**config.mk**
```make
export PLATFORM = sky130hd
export DESIGN_NAME = final_controller
export DESIGN_NICKNAME = d
export VERILOG_FILES = /design/src/rtl/final_pkg.sv /design/src/rtl/final_controller_dwell_timer.sv /design/src/rtl/final_controller.sv
export SDC_FILE = /design/constraint.sdc
export NUM_CORES = 1
export LEC_CHECK = 0
export ABC_AREA = 0
export ABC_CLOCK_PERIOD_IN_PS = 6600
export BUFFER_PORTS_ARGS = -buffer_cell sky130_fd_sc_hd__buf_2
export CORE_UTILIZATION = 56
export CTS_CLUSTER_DIAMETER = 100
export DETAILED_ROUTE_END_ITERATION = 10
export PLACE_DENSITY = 0.91
export SKIP_CTS_REPAIR_TIMING = 1
export SLEW_MARGIN = 20
export SYNTH_ARGS = -nofsm -noshare
export SYNTH_HDL_FRONTEND = slang
export SYNTH_SLANG_ARGS = --single-unit
```
**constraint.sdc**
```tcl
create_clock -name clk -period 6.6 [get_ports clk]
set_input_delay 1.32 -clock clk [delete_from_list [all_inputs] [get_ports clk]]
set_output_delay 1.32 -clock clk [all_outputs]
set_load 0.01 [all_outputs]
```
**src/rtl/final_pkg.sv**
```systemverilog
// Shared types and constants for the intersection traffic-light controller:
// phase encoding, lamp patterns and counter-input select codes.
package final_pkg;

    typedef enum logic [2:0] {
        ST_INIT = 3'd0,
        ST_NS_G = 3'd1,
        ST_NS_Y = 3'd2,
        ST_AR1  = 3'd3,
        ST_EW_G = 3'd4,
        ST_EW_Y = 3'd5,
        ST_AR2  = 3'd6
    } state_e;

    // Lamp pattern bit order: {NR, NG, NY, ER, EG, EY}
    localparam logic [5:0] LAMP_ALL_RED = 6'b100100;
    localparam logic [5:0] LAMP_NS_G    = 6'b010100;
    localparam logic [5:0] LAMP_NS_Y    = 6'b001100;
    localparam logic [5:0] LAMP_EW_G    = 6'b100010;
    localparam logic [5:0] LAMP_EW_Y    = 6'b100001;
    localparam logic [5:0] LAMP_DARK    = 6'b000000;

    localparam logic [1:0] IC_ONE = 2'b00;
    localparam logic [1:0] IC_R   = 2'b01;
    localparam logic [1:0] IC_NLC = 2'b10;
    localparam logic [1:0] IC_LNC = 2'b11;

    function automatic logic [5:0] lamp_pattern(input state_e st);
        logic [5:0] pat;
        case (st)
            ST_INIT: pat = LAMP_ALL_RED;
            ST_NS_G: pat = LAMP_NS_G;
            ST_NS_Y: pat = LAMP_NS_Y;
            ST_AR1:  pat = LAMP_ALL_RED;
            ST_EW_G: pat = LAMP_EW_G;
            ST_EW_Y: pat = LAMP_EW_Y;
            ST_AR2:  pat = LAMP_ALL_RED;
            default: pat = LAMP_DARK;
        endcase
        return pat;
    endfunction

    function automatic logic [1:0] ic_code(input state_e st);
        logic [1:0] code;
        case (st)
            ST_NS_G: code = IC_NLC;
            ST_EW_G: code = IC_LNC;
            ST_NS_Y: code = IC_R;
            ST_EW_Y: code = IC_R;
            default: code = IC_ONE;
        endcase
        return code;
    endfunction

endpackage

```
**src/rtl/final_controller_dwell_timer.sv**
```systemverilog
// Saturating dwell counter: clear wins over advance, and the count freezes
// whenever advance is low.
module dwell_timer #(
    parameter int TW = 8
) (
    input  logic          clk,
    input  logic          rst,
    input  logic          clr,
    input  logic          inc,
    output logic [TW-1:0] count
);

    localparam logic [TW-1:0] CNT_MAX  = {TW{1'b1}};
    localparam logic [TW-1:0] CNT_ZERO = {TW{1'b0}};
    localparam logic [TW-1:0] CNT_ONE  = {{(TW-1){1'b0}}, 1'b1};

    logic [TW-1:0] count_q;
    logic [TW-1:0] count_d;

    // Next count: clear, saturating increment or hold
    always_comb begin
        count_d = count_q;
        if (clr) begin
            count_d = CNT_ZERO;
        end else if (inc && (count_q != CNT_MAX)) begin
            count_d = count_q + CNT_ONE;
        end else begin
            count_d = count_q;
        end
    end

    // Count register with synchronous reset
    always_ff @(posedge clk) begin
        if (rst) begin
            count_q <= CNT_ZERO;
        end else begin
            count_q <= count_d;
        end
    end

    assign count = count_q;

endmodule

```
**src/rtl/final_controller.sv**
```systemverilog
// Phase sequencer for the N/E intersection: drives lamp select/enable pulses
// on phase entry and the counter-input select for the datapath.
module final_controller
    import final_pkg::*;
#(
    parameter int TW       = 8,
    parameter int T_AR     = 2,
    parameter int T_YEL    = 3,
    parameter int T_NS_MIN = 5,
    parameter int T_EW_MIN = 4,
    parameter int T_EW_MAX = 10
) (
    input  logic       clk,
    input  logic       rst,
    input  logic       not_r,
    input  logic       c_and_l,
    input  logic       en_s,
    input  logic       l_or_notc,
    output logic       s_NR,
    output logic       s_NG,
    output logic       s_NY,
    output logic       s_ER,
    output logic       s_EG,
    output logic       s_EY,
    output logic       en_NR,
    output logic       en_NG,
    output logic       en_NY,
    output logic       en_ER,
    output logic       en_EG,
    output logic       en_EY,
    output logic [1:0] s_IC,
    output logic       en_IC
);

    localparam logic [TW-1:0] AR_LAST     = TW'(T_AR - 1);
    localparam logic [TW-1:0] YEL_LAST    = TW'(T_YEL - 1);
    localparam logic [TW-1:0] NS_MIN_LAST = TW'(T_NS_MIN - 1);
    localparam logic [TW-1:0] EW_MIN_LAST = TW'(T_EW_MIN - 1);
    localparam logic [TW-1:0] EW_MAX_LAST = TW'(T_EW_MAX - 1);

    state_e        state_q;
    state_e        state_d;
    logic          entry_q;
    logic          entry_d;
    logic          tmr_clr_s;
    logic          tmr_inc_s;
    logic          leave_s;
    state_e        next_st_s;
    logic [TW-1:0] timer_s;
    logic          active_s;
    logic          pulse_s;
    logic [5:0]    lamps_s;
    logic [1:0]    ic_s;

    dwell_timer #(
        .TW (TW)
    ) u_dwell_timer (
        .clk   (clk),
        .rst   (rst),
        .clr   (tmr_clr_s),
        .inc   (tmr_inc_s),
        .count (timer_s)
    );

    // Phase exit condition and successor for the current state
    always_comb begin
        leave_s   = 1'b0;
        next_st_s = ST_INIT;
        case (state_q)
            ST_INIT: begin
                leave_s   = (timer_s == AR_LAST);
                next_st_s = ST_NS_G;
            end
            ST_NS_G: begin
                leave_s   = (timer_s >= NS_MIN_LAST) && c_and_l;
                next_st_s = ST_NS_Y;
            end
            ST_NS_Y: begin
                leave_s   = (timer_s == YEL_LAST);
                next_st_s = ST_AR1;
            end
            ST_AR1: begin
                leave_s   = (timer_s == AR_LAST);
                next_st_s = ST_EW_G;
            end
            ST_EW_G: begin
                leave_s   = ((timer_s >= EW_MIN_LAST) && l_or_notc) ||
                            (timer_s == EW_MAX_LAST);
                next_st_s = ST_EW_Y;
            end
            ST_EW_Y: begin
                leave_s   = (timer_s == YEL_LAST);
                next_st_s = ST_AR2;
            end
            ST_AR2: begin
                leave_s   = (timer_s == AR_LAST);
                next_st_s = ST_NS_G;
            end
            default: begin
                leave_s   = 1'b1;
                next_st_s = ST_INIT;
            end
        endcase
    end

    // Next state, entry flag and timer control with abort/hold priority
    always_comb begin
        state_d   = state_q;
        entry_d   = entry_q;
        tmr_clr_s = 1'b0;
        tmr_inc_s = 1'b0;
        if (not_r) begin
            tmr_clr_s = 1'b1;
            if (state_q == ST_INIT) begin
                // Already all-red: no fresh pulse, but a held one survives
                entry_d = en_s ? 1'b0 : entry_q;
            end else begin
                state_d = ST_INIT;
                entry_d = 1'b1;
            end
        end else if (!en_s) begin
            state_d = state_q;
            entry_d = entry_q;
        end else if (leave_s) begin
            state_d   = next_st_s;
            entry_d   = 1'b1;
            tmr_clr_s = 1'b1;
        end else begin
            entry_d   = 1'b0;
            tmr_inc_s = 1'b1;
        end
    end

    // State and entry-flag registers
    always_ff @(posedge clk) begin
        if (rst) begin
            state_q <= ST_INIT;
            entry_q <= 1'b1;
        end else begin
            state_q <= state_d;
            entry_q <= entry_d;
        end
    end

    // Output decode from registered state, gated by reset and hold
    always_comb begin
        active_s = en_s && !rst;
        pulse_s  = active_s && entry_q;
        if (pulse_s) begin
            lamps_s = lamp_pattern(state_q);
        end else begin
            lamps_s = LAMP_DARK;
        end
        if (active_s) begin
            ic_s = ic_code(state_q);
        end else begin
            ic_s = IC_ONE;
        end
    end

    assign {s_NR, s_NG, s_NY, s_ER, s_EG, s_EY} = lamps_s;
    assign {en_NR, en_NG, en_NY, en_ER, en_EG, en_EY} = {6{pulse_s}};
    assign s_IC  = ic_s;
    assign en_IC = active_s;

endmodule

```
==> results of run 1 <==
[cells by family after synthesis]
kind of cell,Yosys count,share of synthesized area (%)
and+or+nand+nor,60,38.06
adders and majority gates,4,6.101
AOI/OAI and AO/OA,28,18.97
xor gates and xnor gates,2,1.857
buffers and inverters,16,8.488
DFF,12,25.46
muxes,1,1.061
[worst paths after layout]
check / from / end / cells past startpoint
worst min-delay path: entry_q$_SDFFE_PP1P_ / entry_q$_SDFFE_PP1P_ / 2
worst max-delay path: rst / s_ER / 8
worst min register to register: entry_q$_SDFFE_PP1P_ / entry_q$_SDFFE_PP1P_ / 2
worst max register to register: state_q[0]$_SDFFE_PP0P_ / u_dwell_timer.count[6]$_SDFFE_PP0P_ / 6
[metrics by stage]
step | hold WS, ns | total power, W | utilization, %
2_1_floorplan | 0.4507 | 0.00008747 | -
3_3_place_gp | 0.4992 | 0.00009164 | 65.50
3_5_place_dp | 0.5069 | 0.00009237 | 65.50
4_1_cts | 0.5247 | 0.0001530 | 67.86
5_1_grt | 0.5592 | 0.0001606 | 67.86
6_report | 0.5210 | 0.0001529 | 67.86
[layout by cell type (no fill, tap or decap), types with 3 or more instances in the layout]
cell                       instances
sky130_fd_sc_hd__a21oi_1           9
sky130_fd_sc_hd__nor3_1            8
sky130_fd_sc_hd__ha_1              3
sky130_fd_sc_hd__nand2_1          10
sky130_fd_sc_hd__clkbuf_4          3
sky130_fd_sc_hd__inv_1             7
sky130_fd_sc_hd__nor2_1            8
sky130_fd_sc_hd__nand3b_1          5
sky130_fd_sc_hd__dfxtp_1          12
sky130_fd_sc_hd__nand4_1           3
sky130_fd_sc_hd__o21ai_0           6
sky130_fd_sc_hd__buf_2            20
sky130_fd_sc_hd__nand3_1           5
[layer usage]
layer  wire length [um]  vias up
li1                   -      483
met4                 81        0
met3                 85       11
met5                  0        -
met2               1158       31
met1                986      479
[flip-flops by register name (all words and copies together) (netlist names)]
name and count:
entry_q 1, u_dwell_timer.count 8, state_q 3
[power by group]
part / switching, W / internal, W
Sequential: 0.000000950 / 0.0000731
Clock: 0.0000284 / 0.0000336
Combinational: 0.0000110 / 0.00000582
Total: 0.0000404 / 0.000113
[tightest hold or removal path: cells and delay by family (launching register included)]
kind / cells / cell delay (ns)
flip-flops: 1 / 0.34
AO/OA/AOI/OAI: 2 / 0.14
[cell type report]
| class | count | area share, % |
|---|---|---|
| inverters | 7 | 2.512 |
| multi-input cells | 95 | 59.57 |
| well taps | 16 | 1.914 |
| flip-flops and latches | 12 | 22.97 |
| repair buffers | 20 | 9.569 |
| clock buffers | 4 | 3.469 |
==> Implementation_results.wiki, run 1 <==
{| class="wikitable"
! Metric !! Value
|-
| Post-synth top area share || 25.46%
|-
| Post-synth EDFFs || 0
|-
| Ys flop type || sky130_fd_sc_hd__dfxtp_1
|-
| Most used routing layer in global routing || met2
|-
| CP Data Required Time || 5.28 ns
|-
| Pre-antenna DRT Iters || 4
|-
| Initial antenna violation count || 0
|-
| Pin count of the biggest net entering global routing || 16
|-
| Height of the die || 43.05 um
|-
| Clock slew at the register clock pins of the worst setup and hold paths || 0.09 ns
|-
| Initial Utilization || 61.20%
|-
| Worst hold path type || reg2reg
|-
| Synth area leader || sky130_fd_sc_hd__dfxtp_1
|-
| Number of distinct library cells after synthesis || 43
|-
| Unrepaired setup endpoints after global routing || no
|-
| Number of violations of the max-capacitance limit || 0
|-
| Warnings from Yosys || 0
|-
| Layout fillers || 131
|-
| Area of combinational cells with multiple inputs || 623.1 sq um
|-
| Area of all placed cells without fillers || 0.001046 sq mm
|-
| Half-perimeter wire length after detailed placement || 1678 um
|-
| Floorplan Core Area || 0.001541 sq mm
|-
| CTS buffer count || 3
|-
| Worst-path fanout max || 4
|-
| GRT Residual Overflow || 0
|-
| Cell Area, Placed || 0.001010 sq mm
|-
| Global-route wire length before repair || 3912 um
|-
| Static power due to leakage || 0.4131 nW
|-
| Number of top-level pins || 21
|-
| Cell with the biggest individual delay on the critical path || sky130_fd_sc_hd__nor2_1
|-
| DRC violation count after routing || 0
|-
| Leading post-synthesis cells by cell area || sky130_fd_sc_hd__dfxtp_1 (25%), sky130_fd_sc_hd__a21oi_1 (4.8%), sky130_fd_sc_hd__nor3_1 (4.2%)
|-
| Layout Nets || 149
|-
| Nature of the critical path endpoint || output port
|-
| Mean instance size in the synthesized netlist || 7.670 sq um
|-
| Number of synthesized register bits || 12
|-
| Syn nets || 133
|-
| Startpoint type of the worst setup path || primary input
|-
| Aggregate routed wire length || 2312 um
|-
| Area growth from synthesis to final layout || 10.87%
|-
| Antenna-violating nets left || 0
|-
| RD Place Congestion || 0.9667
|-
| Total die area || 0.001853 sq mm
|-
| Cell with the most instances on the worst path || sky130_fd_sc_hd__buf_2
|-
| Proportion of synthesized flip-flops having asynchronous set or reset || 0%
|-
| Sequential cell area || 240.2 sq um
|-
| Inst Count DP || 150
|-
| Fin cells || 154
|-
| Type of the worst setup path || in2out
|-
| Most numerous cell in the Yosys netlist || sky130_fd_sc_hd__dfxtp_1
|-
| Iteration-0 DRC Markers || 43
|-
| Top cells by instance count after synthesis || sky130_fd_sc_hd__dfxtp_1 (12), sky130_fd_sc_hd__nand2_1 (10), sky130_fd_sc_hd__a21oi_1 (9)
|-
| P per Cell Area || 146.2 mW/mm^2
|-
| Number of sinks on the clock net || 12
|-
| Data arrival time of the critical path || 2.35 ns
|-
| Cells along the critical path || buf_2, nand2b_1, inv_1, nand2_1, nor2_1, o21bai_1, o21ai_0, buf_2
|-
| Maximum root-to-sink buffer count || 2
|-
| Share of final-layout standard cells stronger than drive strength 1 || 21.74%
|-
| Via count of the first global-routing pass || 847
|-
| Met2 Use GR || 45.15%
|-
| DR vias || 1004
|-
| Global Route met3 Usage || 3.830%
|-
| Wire length per cell after detailed routing || 15.01 um
|-
| Final Hold Vio Count || 0
|-
| Max transition margin || 48.39%
|-
| Diode count || 0
|-
| Number of levels in the clock H-tree || 1
|-
| Outcome || completed
|-
| Transition time at the pin with the least slew margin || 0.7714 ns
|-
| Max IR drop VDD || 123.6 uV
|-
| Min cycle time layout || 3.672 ns
|-
| Max-slew violations || 0
|-
| Die span in x || 43.05 um
|-
| IO buf count || 20
|-
| Number of failing setup endpoints in the final timing report || 0
|-
| Setup Skew || 0.006632 ns
|-
| Internal reg-to-reg setup slack || 4.15 ns
|-
| Clock Root Buffer || sky130_fd_sc_hd__clkbuf_4
|-
| Combined buffer and inverter count along the critical path || 3
|-
| FP Rows || 14
|-
| Total negative slack || 0 ns
|-
| Routed via count divided by cell count || 6.519
|-
| Final clock period utilization by the worst path || 55.64%
|-
| Worst slack at placement || 2.954 ns
|-
| Overall track demand over capacity in global routing || 28.12%
|-
| CTS tree || done
|-
| Clock latency at the later pin of the worst-skew pair || 0.28 ns
|-
| Worst setup margin || 2.928 ns
|-
| CP top delay family || simple AND/OR/NAND/NOR gates
|-
| Max stage delay on crit path || 0.21 ns
|-
| Number of instances in the synthesized netlist || 123
|-
| Register area share after synthesis || 25.46%
|-
| Combined area of all synthesized cells || 943.4 sq um
|-
| Routing usage on met1 || 36.36%
|-
| Fmax || 272.3 MHz
|}
(Power assumes the default switching activity.)
==> run 2: changes to the inputs <==
--- a/config.mk
+++ b/config.mk
@@ -6,12 +6,12 @@
 export NUM_CORES = 1
 export LEC_CHECK = 0
 export ABC_AREA = 0
-export ABC_CLOCK_PERIOD_IN_PS = 6600
+export ABC_CLOCK_PERIOD_IN_PS = 3000
 export BUFFER_PORTS_ARGS = -buffer_cell sky130_fd_sc_hd__buf_2
-export CORE_UTILIZATION = 56
+export CORE_UTILIZATION = 47
 export CTS_CLUSTER_DIAMETER = 100
 export DETAILED_ROUTE_END_ITERATION = 10
-export PLACE_DENSITY = 0.91
+export PLACE_DENSITY = 0.83
 export SKIP_CTS_REPAIR_TIMING = 1
 export SLEW_MARGIN = 20
 export SYNTH_ARGS = -nofsm -noshare
==> constraint.sdc (replaced) <==
create_clock -name clk -period 3 [get_ports clk]
set_input_delay 0.6 -clock clk [delete_from_list [all_inputs] [get_ports clk]]
set_output_delay 0.6 -clock clk [all_outputs]
set_load 0.01 [all_outputs]
==> run 2 against run 1 <==
Setup slack worse by 2.4 ns; total power is 94% higher; register-to-register slack worse by 3.5 ns; routed wire length is 6.1% lower; highest routed layer unchanged; worst hold slack better by 0.0082 ns.
==> Implementation_results.wiki, run 2 (same netlist as run 1, synthesis figures left out) <==
{| class="wikitable"
! Metric !! Value
|-
| Outcome || completed
|-
| Wire length per cell after detailed routing || 13.40 um
|-
| Worst hold path type || reg2reg
|-
| Die span in x || 46.80 um
|-
| Layout fillers || 175
|-
| Final Hold Vio Count || 0
|-
| IO buf count || 20
|-
| Internal reg-to-reg setup slack || 0.70 ns
|-
| Half-perimeter wire length after detailed placement || 1634 um
|-
| Floorplan Core Area || 0.001802 sq mm
|-
| Data arrival time of the critical path || 1.91 ns
|-
| End-of-flow core utilization || 57.92%
|-
| Global-route wire length before repair || 3339 um
|-
| Start point of the worst hold path || u_dwell_timer.count[4]$_SDFFE_PP0P_
|-
| DR vias || 957
|-
| Max-slew violations || 0
|-
| Pre-antenna DRT Iters || 4
|-
| Most frequent standard cell in the layout excluding fill and tap cells || sky130_fd_sc_hd__buf_2
|-
| WHS Path Cells || 2
|-
| Maximum root-to-sink buffer count || 2
|-
| Most frequent cells in the layout || sky130_fd_sc_hd__buf_2 (20), sky130_fd_sc_hd__dfxtp_1 (12), sky130_fd_sc_hd__nand2_1 (10), sky130_fd_sc_hd__a21oi_1 (9)
|-
| Type of the worst setup path || reg2out
|-
| Total die area || 0.002190 sq mm
|-
| Worst setup margin || 0.4938 ns
|-
| Number of failing setup endpoints in the final timing report || 0
|-
| Via count of the first global-routing pass || 759
|-
| Initial antenna violation count || 0
|-
| Inst Count DP || 159
|-
| Nature of the critical path endpoint || output port
|-
| Fin cells || 162
|-
| Area of all placed cells without fillers || 0.001044 sq mm
|-
| Number of sinks on the clock net || 12
|-
| Portion of total power attributed to sequential cells || 54.9%
|-
| Clock latency at the later pin of the worst-skew pair || 0.27 ns
|-
| FP Rows || 15
|-
| Switch share || 25.90%
|-
| Worst-path fanout max || 7
|-
| CP Data Required Time || 2.40 ns
|-
| Layout Nets || 149
|-
| Transition time at the pin with the least slew margin || 0.7249 ns
|-
| Total negative slack || 0 ns
|-
| Min cycle time layout || 2.506 ns
|-
| Startpoint of the worst register-to-register path || u_dwell_timer.count[2]$_SDFFE_PP0P_
|-
| Combinational Power Share || 12.5%
|-
| Number of levels in the clock H-tree || 1
|-
| CTS buffer count || 3
|-
| Share of final-layout standard cells stronger than drive strength 1 || 21.17%
|-
| Pin count of the biggest net entering global routing || 16
|-
| Initial Utilization || 52.36%
|-
| Flip-flop count of the largest register after layout || 8
|-
| Setup Skew || 0.002792 ns
|-
| Max transition margin || 51.49%
|-
| Switching power summed over all nets || 0.00007700 W
|-
| Startpoint type of the worst setup path || flop
|-
| Antenna-violating nets left || 0
|-
| Static power due to leakage || 0.4059 nW
|-
| Fmax || 399.0 MHz
|-
| Clock Root Buffer || sky130_fd_sc_hd__clkbuf_4
|-
| Overall track demand over capacity in global routing || 21.73%
|-
| R2R cell count || 6
|-
| Clock slew at the register clock pins of the worst setup and hold paths || 0.07 ns
|-
| Number of top-level pins || 21
|-
| Iteration-0 DRC Markers || 30
|-
| Max IR drop VDD || 222.4 uV
|-
| Worst slack at placement || 0.6920 ns
|-
| End of the worst hold path || u_dwell_timer.count[4]$_SDFFE_PP0P_
|-
| DRC violation count after routing || 0
|-
| Height of the die || 46.80 um
|-
| Aggregate routed wire length || 2171 um
|-
| Final clock period utilization by the worst path || 83.54%
|-
| Diode count || 0
|-
| Unrepaired setup endpoints after global routing || no
|-
| Number of violations of the max-capacitance limit || 0
|-
| P per Cell Area || 285.0 mW/mm^2
|-
| RD Place Congestion || 0.9441
|-
| Routed via count divided by cell count || 5.907
|-
| Cell-internal power || 0.0002204 W
|-
| CTS tree || done
|-
| Cell Area, Placed || 0.001021 sq mm
|-
| Capture instance of the worst register-to-register path || u_dwell_timer.count[6]$_SDFFE_PP0P_
|-
| Portion of total power attributed to the clock network || 32.7%
|-
| Area growth from synthesis to final layout || 10.61%
|-
| GRT Residual Overflow || 0
|}
## run 2: cell count changes in the layout (fill, tap and decap cells not counted), sizes merged
cell | before | now
clkbuf | 4 | 3
## run 2: critical path: stages, from the launching register on
cell	delay, ns
sky130_fd_sc_hd__dfxtp_1	0.44
sky130_fd_sc_hd__inv_1	0.17
sky130_fd_sc_hd__fa_1	0.48
sky130_fd_sc_hd__nor2_1	0.11
sky130_fd_sc_hd__nor2_1	0.06
sky130_fd_sc_hd__o21bai_1	0.12
sky130_fd_sc_hd__o21ai_0	0.09
sky130_fd_sc_hd__buf_2	0.16
## run 2: worst max-delay path by stage
stage	start	to	slack (ns)	depth (start not counted)
3_5_place_dp	u_dwell_timer.count[2]$_SDFFE_PP0P_	u_dwell_timer.count[6]$_SDFFE_PP0P_	0.69	6
5_1_grt	state_q[1]$_SDFFE_PP0P_	s_ER	0.31	7
3_3_place_gp	u_dwell_timer.count[2]$_SDFFE_PP0P_	u_dwell_timer.count[1]$_SDFFE_PP0P_	0.77	6
2_1_floorplan	u_dwell_timer.count[2]$_SDFFE_PP0P_	u_dwell_timer.count[7]$_SDFFE_PP0P_	0.85	6
6_report	state_q[1]$_SDFFE_PP0P_	s_ER	0.49	7
4_1_cts	state_q[1]$_SDFFE_PP0P_	s_ER	0.51	7
## run 2: final cells by class
class                      instances  area, sq um  share of cell area [%]
clock buffer                       3        22.52                   2.158
inverter                           7        26.28                   2.518
multi-input combinational         95        623.1                   59.71
sequential                        12        240.2                   23.02
tap                               25        31.28                   2.998
timing repair buffer              20        100.1                   9.592
## run 2: power by group through the flow
stage / Combinational [W] / Clock, W / Sequential, W
floorplan: 0.0000265 / 0 / 0.000166
global placement: 0.0000356 / 0 / 0.000167
detailed placement: 0.0000369 / 0 / 0.000167
CTS: 0.0000370 / 0.000100 / 0.000163
global route: 0.0000409 / 0.000111 / 0.000163
finish: 0.0000370 / 0.0000971 / 0.000163
## run 2: stage by stage
stage	hold slack, ns	total power [W]
6_report	0.5292	0.0002974
4_1_cts	0.5284	0.0003005
3_5_place_dp	0.5178	0.0002037
5_1_grt	0.5240	0.0003152
2_1_floorplan	0.4507	0.0001924
3_3_place_gp	0.4864	0.0002022
## run 2: routing by layer
metal	vias to the layer above	global-route usage [%]	wire (um)
met5	-	0	0
met4	0	5.714	30
met3	6	6.923	141
met2	28	31.94	1037
met1	441	30.75	962
li1	482	-	-
==> run 3: changes to the inputs <==
--- a/config.mk
+++ b/config.mk
@@ -6,12 +6,12 @@
 export NUM_CORES = 1
 export LEC_CHECK = 0
 export ABC_AREA = 0
-export ABC_CLOCK_PERIOD_IN_PS = 3000
+export ABC_CLOCK_PERIOD_IN_PS = 2550
 export BUFFER_PORTS_ARGS = -buffer_cell sky130_fd_sc_hd__buf_2
-export CORE_UTILIZATION = 47
+export CORE_UTILIZATION = 52
 export CTS_CLUSTER_DIAMETER = 100
 export DETAILED_ROUTE_END_ITERATION = 10
-export PLACE_DENSITY = 0.83
+export PLACE_DENSITY = 0.86
 export SKIP_CTS_REPAIR_TIMING = 1
 export SLEW_MARGIN = 20
 export SYNTH_ARGS = -nofsm -noshare
==> constraint.sdc (replaced) <==
create_clock -name clk -period 2.55 [get_ports clk]
set_input_delay 0.51 -clock clk [delete_from_list [all_inputs] [get_ports clk]]
set_output_delay 0.51 -clock clk [all_outputs]
set_load 0.01 [all_outputs]
==> run 3 against run 2 <==
Via count increased by 8.7%; routed wire length rose by 17%; first-iteration DRC count increased by 87%; count of clock-buffer cells in the layout unchanged; non-clock buffer count is 2 higher; register-to-register slack worse by 0.54 ns; core utilization is 4.1 points higher; largest cell class unchanged; flip-flop and latch count is the same; highest routed layer unchanged.
==> Implementation_results.wiki, run 3 (same netlist as run 1, synthesis figures left out) <==
{| class="wikitable"
! Metric !! Value
|-
| Outcome || completed
|-
| Nature of the critical path endpoint || output port
|-
| IO buf count || 20
|-
| Worst-path fanout max || 7
|-
| DRC violation count after routing || 0
|-
| Cell with the biggest individual delay on the critical path || sky130_fd_sc_hd__fa_1
|-
| DR vias || 1040
|-
| Final Hold Vio Count || 0
|-
| Height of the die || 44.60 um
|-
| Most frequent cells in the layout || sky130_fd_sc_hd__buf_2 (20), sky130_fd_sc_hd__dfxtp_1 (11), sky130_fd_sc_hd__nand2_1 (10), sky130_fd_sc_hd__a21oi_1 (9)
|-
| CP top delay family || adder cells
|-
| Total die area || 0.001989 sq mm
|-
| Clock Root Buffer || sky130_fd_sc_hd__clkbuf_4
|-
| Startpoint type of the worst setup path || flop
|-
| RD Place Congestion || 0.9835
|-
| End-of-flow core utilization || 62.05%
|-
| Number of violations of the max-capacitance limit || 0
|-
| Worst hold path type || in2reg
|-
| GRT Residual Overflow || 0
|-
| Unrepaired setup endpoints after global routing || no
|-
| Fmax || 415.2 MHz
|-
| Half-perimeter wire length after detailed placement || 1796 um
|-
| Cells along the critical path || inv_2, fa_1, nor2_1, nor2_1, o21bai_1, o21ai_0, buf_2
|-
| Floorplan Core Area || 0.001708 sq mm
|-
| Number of failing setup endpoints in the final timing report || 0
|-
| Static power due to leakage || 0.4164 nW
|-
| Max-slew violations || 0
|-
| Maximum root-to-sink buffer count || 2
|-
| Initial antenna violation count || 0
|-
| Share of final-layout standard cells stronger than drive strength 1 || 23.74%
|-
| Area growth from synthesis to final layout || 12.33%
|-
| Diode count || 0
|-
| Max stage delay on crit path || 0.47 ns
|-
| CTS tree || done
|-
| Global-route wire length before repair || 3981 um
|-
| Via count of the first global-routing pass || 874
|-
| Wire length per cell after detailed routing || 15.48 um
|-
| Iteration-0 DRC Markers || 56
|-
| Initial Utilization || 55.24%
|-
| Inst Count DP || 161
|-
| CTS buffer count || 3
|-
| Data arrival time of the critical path || 1.90 ns
|-
| Most frequent standard cell in the layout excluding fill and tap cells || sky130_fd_sc_hd__buf_2
|-
| Layout fillers || 154
|-
| Type of the worst setup path || reg2out
|-
| Max transition margin || 63.13%
|-
| P per Cell Area || 342.6 mW/mm^2
|-
| Clock slew at the register clock pins of the worst setup and hold paths || 0.08 ns
|-
| Number of levels in the clock H-tree || 1
|-
| Aggregate routed wire length || 2538 um
|-
| Number of top-level pins || 21
|-
| Combined buffer and inverter count along the critical path || 2
|-
| Setup Skew || 0.002801 ns
|-
| Routed via count divided by cell count || 6.341
|-
| Layout Nets || 151
|-
| Clock latency at the later pin of the worst-skew pair || 0.29 ns
|-
| Pre-antenna DRT Iters || 4
|-
| Final clock period utilization by the worst path || 94.44%
|-
| CP Data Required Time || 2.04 ns
|-
| Die span in x || 44.60 um
|-
| Number of sinks on the clock net || 12
|-
| Hold slack final || 0.4370 ns
|-
| FP Rows || 15
|-
| Antenna-violating nets left || 0
|-
| Total negative slack || 0 ns
|-
| Fin cells || 164
|-
| Flip-flop count of the largest register after layout || 8
|-
| Max IR drop VDD || 211.8 uV
|-
| Min cycle time layout || 2.408 ns
|-
| Transition time at the pin with the least slew margin || 0.5501 ns
|-
| Overall track demand over capacity in global routing || 27.83%
|-
| Cell with the most instances on the worst path || sky130_fd_sc_hd__nor2_1
|-
| Pin count of the biggest net entering global routing || 16
|}
==> run 3: changes by cell type in the layout (fill, tap and decap cells not counted), sizes merged <==
cell | previous run | this run
buf | 20 | 22
==> run 3: path summary, 6_finish.rpt <==
check	start	end	slack [ns]	cells past startpoint
min	rst	state_q[0]$_SDFFE_PP0P_	0.44	2
max	state_q[1]$_SDFFE_PP0P_	s_ER	0.14	7
max reg2reg	u_dwell_timer.count[7]$_SDFFE_PP0P_	u_dwell_timer.count[3]$_SDFFE_PP0P_	0.16	6
min reg2reg	entry_q$_SDFFE_PP1P_	entry_q$_SDFFE_PP1P_	0.54	2
==> run 3: report_power, final <==
part / switching [W] / internal, W / leakage, nW
Sequential: 0.00000287 / 0.000189 / 0.0976
Clock: 0.0000713 / 0.0000550 / 0.0138
Combinational: 0.0000288 / 0.0000159 / 0.305
Total: 0.000103 / 0.000260 / 0.416
==> run 3: routing by layer <==
layer | track usage (%) | wire (um)
met1 | 33.82 | 974
met2 | 44.71 | 1269
met3 | 5.306 | 188
met4 | 17.58 | 106
met5 | 0 | 0
==> run 3: cell type report <==
type / instances / area [sq um] / area share, %
inverter: 7 / 26.28 / 2.479
multi-input combinational: 95 / 623.1 / 58.80
clock buffer: 3 / 22.52 / 2.125
sequential: 12 / 241.5 / 22.79
tap: 25 / 31.28 / 2.952
timing repair buffer: 22 / 115.1 / 10.86
==> run 3: worst reg2reg max path, stage by stage, from the launching register on <==
cell and delay [ns]:
sky130_fd_sc_hd__dfxtp_1 0.37, sky130_fd_sc_hd__or4_4 0.58, sky130_fd_sc_hd__nor3_1 0.27, sky130_fd_sc_hd__o22ai_1 0.18, sky130_fd_sc_hd__o31ai_1 0.42, sky130_fd_sc_hd__nand2_1 0.30
sky130_fd_sc_hd__a21oi_1 0.21
==> run 3: stage by stage <==
step | power, W | setup slack, ns | instance area (sq um)
2_1_floorplan | 0.0002264 | 0.4030 | 943.4
3_3_place_gp | 0.0002384 | 0.3330 | 1036
3_5_place_dp | 0.0002402 | 0.2706 | 1036
4_1_cts | 0.0003644 | 0.08013 | 1059
5_1_grt | 0.0003760 | 0.04109 | 1060
6_report | 0.0003631 | 0.1417 | 1060
